--- src/rtl/vend_ctrl_param.sv ---
// vend_ctrl_param: parametrised vending controller (credit, select, dispense, change, refund).
// Define VEND_STOCK_EN to add per-product stock counters, restock input and err_sold_out pulse.
module vend_ctrl_param #(
  parameter int N_PROD     = 4,
  parameter int SEL_W      = 3,
  parameter int CREDIT_W   = 7,
  parameter int PRICE_BASE = 10,
  parameter int PRICE_STEP = 5,
  parameter int MAX_CREDIT = 99
`ifdef VEND_STOCK_EN
  ,
  parameter int STOCK_W    = 4,
  parameter int STOCK_INIT = 8
`endif
) (
  input  logic                clk,
  input  logic                reset,
  input  logic                coin_valid,
  input  logic [CREDIT_W-1:0] coin_val,
  input  logic                sel_valid,
  input  logic [SEL_W-1:0]    sel,
  input  logic                cancel,
`ifdef VEND_STOCK_EN
  input  logic                restock,
  output logic                err_sold_out,
`endif
  output logic [CREDIT_W-1:0] credit,
  output logic [N_PROD-1:0]   avail,
  output logic                busy,
  output logic                dispense_valid,
  output logic [SEL_W-1:0]    dispense_id,
  output logic                change_valid,
  output logic [CREDIT_W-1:0] change_amt,
  output logic                coin_reject,
  output logic                err_invalid,
  output logic                err_insuff
);
  typedef enum logic [1:0] {IDLE, CREDIT, VEND, CHANGE} state_t;
  state_t state, state_n;
  logic [CREDIT_W-1:0] credit_n, amt_n;
  logic [SEL_W-1:0] id_n;
  logic [CREDIT_W:0] sum, rem, sel_price;
  logic disp_n, chg_n, in_range, sold_out, do_cancel, do_sel, open, coin_ok, sel_ok;

  function automatic logic [CREDIT_W:0] price(input int i);
    return (CREDIT_W+1)'(PRICE_BASE + (i - 1) * PRICE_STEP);
  endfunction

`ifdef VEND_STOCK_EN
  logic [STOCK_W-1:0] stock [N_PROD];
  always_comb begin
    sold_out = 1'b0;
    for (int i = 0; i < N_PROD; i++)
      sold_out = sold_out | (sel == SEL_W'(i + 1) && stock[i] == '0);
  end
  // restock wins over the decrement issued while leaving VEND
  always_ff @(posedge clk)
    for (int i = 0; i < N_PROD; i++)
      stock[i] <= (reset || restock) ? STOCK_W'(STOCK_INIT) :
                  (state == VEND && dispense_id == SEL_W'(i + 1)) ? stock[i] - STOCK_W'(1) : stock[i];
  always_ff @(posedge clk)
    err_sold_out <= !reset && do_sel && in_range && sold_out;
  for (genvar g = 0; g < N_PROD; g++) begin : g_avail
    assign avail[g] = {1'b0, credit} >= price(g + 1) && stock[g] != '0;
  end
`else
  assign sold_out = 1'b0;
  for (genvar g = 0; g < N_PROD; g++) begin : g_avail
    assign avail[g] = {1'b0, credit} >= price(g + 1);
  end
`endif

  always_comb begin
    sum       = {1'b0, credit} + {1'b0, coin_val};
    rem       = {1'b0, credit} - price(int'(dispense_id));
    sel_price = price(int'(sel));
    in_range  = sel != '0 && int'(sel) <= N_PROD;
    do_cancel = state == CREDIT && cancel;
    do_sel    = state == CREDIT && sel_valid && !cancel;
    open      = (state == IDLE || state == CREDIT) && !do_cancel && !do_sel;
    coin_ok   = coin_valid && coin_val != '0 && open && sum <= (CREDIT_W+1)'(MAX_CREDIT);
    sel_ok    = do_sel && in_range && !sold_out && sel_price <= {1'b0, credit};
    state_n   = state;
    credit_n  = credit;
    disp_n    = 1'b0;
    id_n      = '0;
    chg_n     = 1'b0;
    amt_n     = '0;
    case (state)
      IDLE, CREDIT:
        if (do_cancel) begin
          state_n = CHANGE;
          chg_n   = 1'b1;
          amt_n   = credit;
        end else if (sel_ok) begin
          state_n = VEND;
          disp_n  = 1'b1;
          id_n    = sel;
        end else if (coin_ok) begin
          state_n  = CREDIT;
          credit_n = sum[CREDIT_W-1:0];
        end
      VEND: begin
        credit_n = rem[CREDIT_W-1:0];
        state_n  = rem != '0 ? CHANGE : IDLE;
        chg_n    = rem != '0;
        amt_n    = rem[CREDIT_W-1:0];
      end
      default: begin
        credit_n = '0;
        state_n  = IDLE;
      end
    endcase
  end

  always_ff @(posedge clk) begin
    if (reset) begin
      state          <= IDLE;
      credit         <= '0;
      busy           <= 1'b0;
      dispense_valid <= 1'b0;
      dispense_id    <= '0;
      change_valid   <= 1'b0;
      change_amt     <= '0;
      coin_reject    <= 1'b0;
      err_invalid    <= 1'b0;
      err_insuff     <= 1'b0;
    end else begin
      state          <= state_n;
      credit         <= credit_n;
      busy           <= state_n == VEND || state_n == CHANGE;
      dispense_valid <= disp_n;
      dispense_id    <= id_n;
      change_valid   <= chg_n;
      change_amt     <= amt_n;
      coin_reject    <= coin_valid && coin_val != '0 && !coin_ok;
      err_invalid    <= do_sel && !in_range;
      err_insuff     <= do_sel && in_range && !sold_out && sel_price > {1'b0, credit};
    end
  end
endmodule
--- config.mk ---
export PLATFORM = sky130hd
export DESIGN_NAME = vend_ctrl_param
export DESIGN_NICKNAME = d
export VERILOG_FILES = /design/src/rtl/vend_ctrl_param.sv
export SDC_FILE = /design/constraint.sdc
export NUM_CORES = 1
export LEC_CHECK = 0
export ABC_AREA = 1
export CAP_MARGIN = 15
export CELL_PAD_IN_SITES_DETAIL_PLACEMENT = 0
export CELL_PAD_IN_SITES_GLOBAL_PLACEMENT = 1
export CORE_UTILIZATION = 36
export CTS_BUF_LIST = sky130_fd_sc_hd__clkbuf_4
export DETAILED_ROUTE_END_ITERATION = 10
export GPL_ROUTABILITY_DRIVEN = 1
export PLACE_DENSITY_LB_ADDON = 0.1
export SYNTH_ARGS = -nofsm -noshare
export SYNTH_HDL_FRONTEND = slang
export SYNTH_SLANG_ARGS = --single-unit
--- constraint.sdc ---
create_clock -name clk -period 3.5 [get_ports clk]
set_clock_uncertainty 0.1 [all_clocks]
set_input_delay 0.525 -clock clk [delete_from_list [all_inputs] [get_ports clk]]
set_output_delay 0.525 -clock clk [all_outputs]
set_load 0.03 [all_outputs]
; Word level (Yosys, flattened, before mapping)
; Cells that the tools add are included.
[word_totals]
ff_bits = 25
elab_cells = 78
in_bits = 15
[op_classes]
bitwise = 2
n_addsub = 6
multipliers = 2
reduce_logical = 29
magnitude_cmp = 8
n_eq_ne = 7
n_mux = 14
[op_table]
columns = operator, count
row1 = $mux W7, 4
row2 = $pmux W7 S2, 2
row3 = $add A5 B8 Y8 const A, 2
row4 = $mul A4 B4 Y8 const B, 2
row5 = $ge A7 B4 Y1 const B, 2
row6 = $ge A7 B5 Y1 const B, 2
row7 = $logic_and A1 B1 Y1, 14
row8 = $add A7 B7 Y8, 1
row9 = $gt A8 B7 Y1, 1
row10 = $le A8 B7 Y1, 1
row11 = $le A8 B7 Y1 const B, 1
row12 = $mux W2, 4
row13 = $reduce_bool A8 Y1, 1
row14 = $sub A3 B1 Y4 const B, 2
row15 = $sub A7 B8 Y8, 1
row16 = $reduce_bool A7 Y1, 1
row17 = $eq A2 B2 Y1 const B, 3
row18 = $ne A2 B2 Y1 const B, 3
row19 = $logic_not A1 Y1, 5
row20 = $pmux W2 S2, 1
row21 = $reduce_or A4 Y1, 1
row22 = $le A3 B3 Y1 const B, 1
row23 = $reduce_and A3 Y1, 1
row24 = $reduce_bool A3 Y1, 1
row25 = 8 further kinds, 11

; Depth between registers and ports, before layout
[depth]
ltp_word = 13
mapped_depth = 21
depth_no_buf = 21

; Worst setup path after synthesis
; Ideal clock, no wire load.
[synth_timing]
path_type = reg-to-reg
from = register dispense_id[0]
to = register state[0]
arrival_time_ns = 3.610
n_path_buf = 0
slack_ns = -0.325
path_stages_with_launch = 22
period_less_slack_ns = 3.825
path_cell_list = dfxtp_1 inv_1 ha_1 xor2_1 ha_1 ha_1 fa_1 fa_1 inv_1 ha_1 nand2_1 nand2_1 inv_1 nand2_1 nand2_1 nand3_1 nor2_1 nand4_1 nand2_1 nand2_1 nand2_1 nand2_1
[synth_between]
elab_chain_cells = 7
[synth_lines]
columns = element, line
row1 = from (decl), 31  ; output logic [SEL_W-1:0] dispense_id,
row2 = from (signal assigned), 133  ; dispense_id <= id_n;
row3 = $sub A3 B1 Y4, 46  ; return (CREDIT_W+1)'(PRICE_BASE + (i - 1) * PRICE_STEP);
row4 = $mul A4 B4 Y8, 46
row5 = $add A5 B8 Y8, 46
row6 = $sub A7 B8 Y8, 75  ; rem = {1'b0, credit} - price(int'(dispense_id));
row7 = $reduce_bool A8 Y1, 105  ; state_n = rem != '0 ? CHANGE : IDLE;
row8 = $mux W2, 105
row9 = $pmux W2 S2, 89  ; case (state)
row10 = to (signal assigned), 129  ; state <= state_n;
row11 = to (decl), 39  ; state_t state, state_n;
; No other way between the ends.
; A chain may end at the register's enable or synchronous reset.

; Worst setup path after layout
[layout_timing]
from = register dispense_id[1]
to = register busy
[layout_between]
elab_chain_cells = 9
elab_cells_between_ends = 10
[layout_lines]
columns = element, line
row1 = $sub A3 B1 Y4 *, 46
row2 = $mul A4 B4 Y8 *, 46
row3 = $add A5 B8 Y8 *, 46
row4 = $sub A7 B8 Y8 *, 75
row5 = $reduce_bool A8 Y1 *, 105
row6 = $mux W2 *, 105
row7 = $pmux W2 S2 *, 89
row8 = $eq A2 B2 Y1, 131  ; busy <= state_n == VEND || state_n == CHANGE;
row9 = $logic_or A1 B1 Y1 *, 131
row10 = to (signal assigned), 120  ; busy <= 1'b0;
row11 = to (signal assigned), 131
row12 = to (decl), 29  ; output logic busy,
; Every way passes the cells marked *; elsewhere a longest branch is shown, timed or not.

==> flow_metrics.tcl <==
set metrics [dict create \
    status "finished, violations left" \
    violations "design-rule violations" \
    path_class "reg2reg" \
    clkPwrFrac_pct 4.3 \
    routed_wl_mm 6.639 \
    min_path_type "in2reg" \
    drv_cap 0 \
    drt_iter0_drc 131 \
    tightest_slew_ps 656.4 \
    pin_count 42 \
    cpMostUsedCell "nand2_2" \
    syn2layout_area_growth_pct 37.37 \
    arrival_ps 3570 \
    via_per_inst 4.848 \
    period_needed_ps 3458 \
    finalCritPeriodShare_pct 98.80 \
    grt.overflow.total 0 \
    setup_viol 0 \
    yosys-top-cells-area "dfxtp_1, ha_1, nand2_1" \
    yosysSeqAreaShare_pct 20.28 \
    final_cells 508 \
    clk_pin_slew_ps 150 \
    yosysUniqueCellTypes 39 \
    syn_inst 358 \
    cts-htree-levels 1 \
    synth_top_cell_by_area "dfxtp_1" \
    path_max_fanout 4 \
    grt_pass1_wl_mm 10.94 \
    clock_sinks 25 \
    synth_top_area_share_pct 20.28 \
    setup_ws_ps 41.95 \
    clockRootBuffer "clkbuf_4" \
    slew_viol_final 0 \
    tns_ps 0 \
    pre_cts_slack_ps -366.4 \
    rrSetupSlack_ps 40 \
    maxSlewHeadroom_pct 56.11 \
    p_int_w 0.001506 \
    drt_pass1_iterations 7 \
    core_sq_um 6495 \
    critPathLaunchType "flop" \
    hold_ws_ps 385.1 \
    cts_hold_buf 0 \
    antenna_left 0 \
    slowest_stage "fa_1" \
    yosysWarnings 0 \
    n_antenna_cell 0 \
    grt_pass1_vias 2343 \
    hold_viol_final 0 \
    combPwrFrac_pct 81.2 \
    dp_hpwl_mm 5.365 \
    cts_buffer_depth 2 \
    regArea_sq_um 508.0 \
    grtUsageTotal_pct 19.38 \
    cts_tree "done" \
    syn_area_per_cell_sq_um 6.892 \
    cp-end-kind "flop" \
    wl_per_cell_um 13.07 \
    fillCellCount 664 \
    syn_nets 417 \
    seqPwrFrac_pct 14.6 \
    swShare_pct 51.86 \
    vdd_drop_max_mv 0.3474 \
    power.total_w 0.003129 \
    drcViolationCount 2 \
    placementRows 29 \
    ys_ff_latch 25 \
    max_clock_freq_mhz 289.2 \
    portBuffers 41 \
    start_util_pct 37.99 \
    antenna_found_initial 0 \
    p_switching_w 0.001623 \
    powerDensity_nw_per_um2 923.2 \
    die_w_um 84.79 \
    synth_area_sq_um 2467 \
    multi_input_area_sq_um 1838 \
    cts_buffers 3 \
    nets 491 \
    dp.cells 498 \
    via_count 2463 \
    rsz0062_at_grt "true" \
    clkLatencyLatePin_ps 320 \
    worst_ep_required_time_ps 3610 \
    crit_chain "inv_4 > ha_4 > xor2_2 > ha_1 > ha_2 > fa_2 > fa_1 > inv_2 > ha_4 > nand2_2 > nand2_2 > inv_2 > nand2_1 > nand2_1 > nand3_1 > nor2_1 > nand4_1 > nand2_2 > buf_4 > a21oi_2" \
    cpPeakStageDelay_ps 500 \
    p_leak_nw 1.704 \
    dieArea_sq_um 7189 \
    grt_max_degree 23 \
    drive_gt1_share_pct 23.67 \
    place.gp.congestion 0.8198 \
    die_y_um 84.79 \
]
stage by stage:
stage | area [sq um] | util [%]
floorplan | 2497 | -
global placement | 3166 | 48.74
detailed placement | 3166 | 48.74
CTS | 3218 | 49.55
global route | 3390 | 52.19
finish | 3390 | 52.19
cell usage in the layout (no fill, tap or decap), types with 3 or more instances in the layout:
cell / synthesis / final
a21oi_1: 13 / 10
a21oi_2: 7 / 10
buf_4: 0 / 32
clkbuf_4: 0 / 3
clkdlybuf4s50_1: 0 / 39
dfxtp_1: 25 / 23
fa_1: 6 / 5
ha_1: 38 / 30
ha_4: 0 / 6
inv_1: 62 / 55
inv_2: 5 / 11
nand2_1: 96 / 88
nand2_2: 2 / 10
nand3_1: 26 / 23
nand3_2: 4 / 6
nand4_1: 8 / 8
nor2_1: 25 / 23
nor2_2: 3 / 4
nor2_4: 2 / 3
nor3_1: 3 / 3
o21ai_0: 5 / 4
power groups by stage:
stage	Combinational, W	Sequential (W)	Clock, W
2_1_floorplan	0.00149	0.000537	0
3_3_place_gp	0.00234	0.000466	0
3_5_place_dp	0.00235	0.000465	0
4_1_cts	0.00240	0.000457	0.000139
5_1_grt	0.00286	0.000467	0.000151
6_report	0.00254	0.000456	0.000134
worst paths after layout:
kind | endpoint | depth (start not counted) | from
setup / recovery | busy | 20 | dispense_id[1]
hold / removal | dispense_id[1] | 3 | sel[1]
setup reg to reg | busy | 20 | dispense_id[1]
hold reg to reg | change_amt[3] | 2 | credit[3]
flip-flops by register name, summed over array words and instances (netlist names), 2 cells and up:
name         count
change_amt       7
credit           7
dispense_id      3
state            2
worst max-delay path: cells and delay by family (launching register included):
kind                       cells  cell delay, ps
DFF                            1             390
xor gates and xnor gates       1             140
and+or+nand+nor                8             650
AOI/OAI and AO/OA              1              40
adders and majority gates      6            1730
buffers and inverters          4             280
per-layer routing:
metal / share of wire, % / vias to the layer above / wire [um] / global-route usage, %
met1: 48 / 1113 / 3192 / 26.28
met3: 4.3 / 2 / 285 / 3.441
li1: - / 1290 / - / -
met2: 47 / 58 / 3129 / 33.11
met5: 0 / - / 0 / 0
met4: 0.45 / 0 / 30 / 2.311
logic make-up (layout without fill, tap and decap cells):
logic type / Yosys count / in the layout / synth area share, %
compound gates: 34 / 34 / 8.621
xor+xnor: 5 / 5 / 1.775
fa+ha+maj: 44 / 44 / 24.14
buf+inv: 73 / 146 / 11.97
flops: 25 / 25 / 20.28
simple gates: 177 / 177 / 33.22
area by class of cell:
cell class                 instances  share of cell area (%)
clock inverter                     1                  0.1477
sequential                        25                   14.99
multi-input combinational        260                   54.23
timing repair buffer              73                   19.34
inverter                          69                   7.789
tap                               77                   2.842
clock buffer                       3                  0.6645
cells in the mapped netlist:
master	count
a211oi_1	1
a21o_1	1
a21oi_1	13
a21oi_2	7
a22oi_1	1
a31oi_1	2
buf_12	1
buf_2	2
clkbuf_1	1
clkinv_1	1
dfxtp_1	25
fa_1	6
ha_1	38
inv_1	62
inv_2	5
inv_4	1
nand2_1	96
nand2_2	2
nand2_4	1
nand3_1	26
nand3_2	4
nand3b_1	1
nand4_1	8
nand4_2	1
nor2_1	25
nor2_2	3
nor2_4	2
nor3_1	3
nor3b_1	1
nor3b_2	1
nor4_2	1
o21ai_0	5
o21ai_1	1
o22ai_1	2
o41ai_1	1
or2_1	1
or2_2	1
xnor2_1	1
xor2_1	4
timing repair:
| action | CTS | global route |
|---|---|---|
| setup endpoints to repair | 10 | 13 |
| setup buffers | 0 | 6 |
| pin swaps | 9 | 23 |
| gates resized for setup | 10 | 31 |
Note: power is estimated with default switching activity, not from simulation.
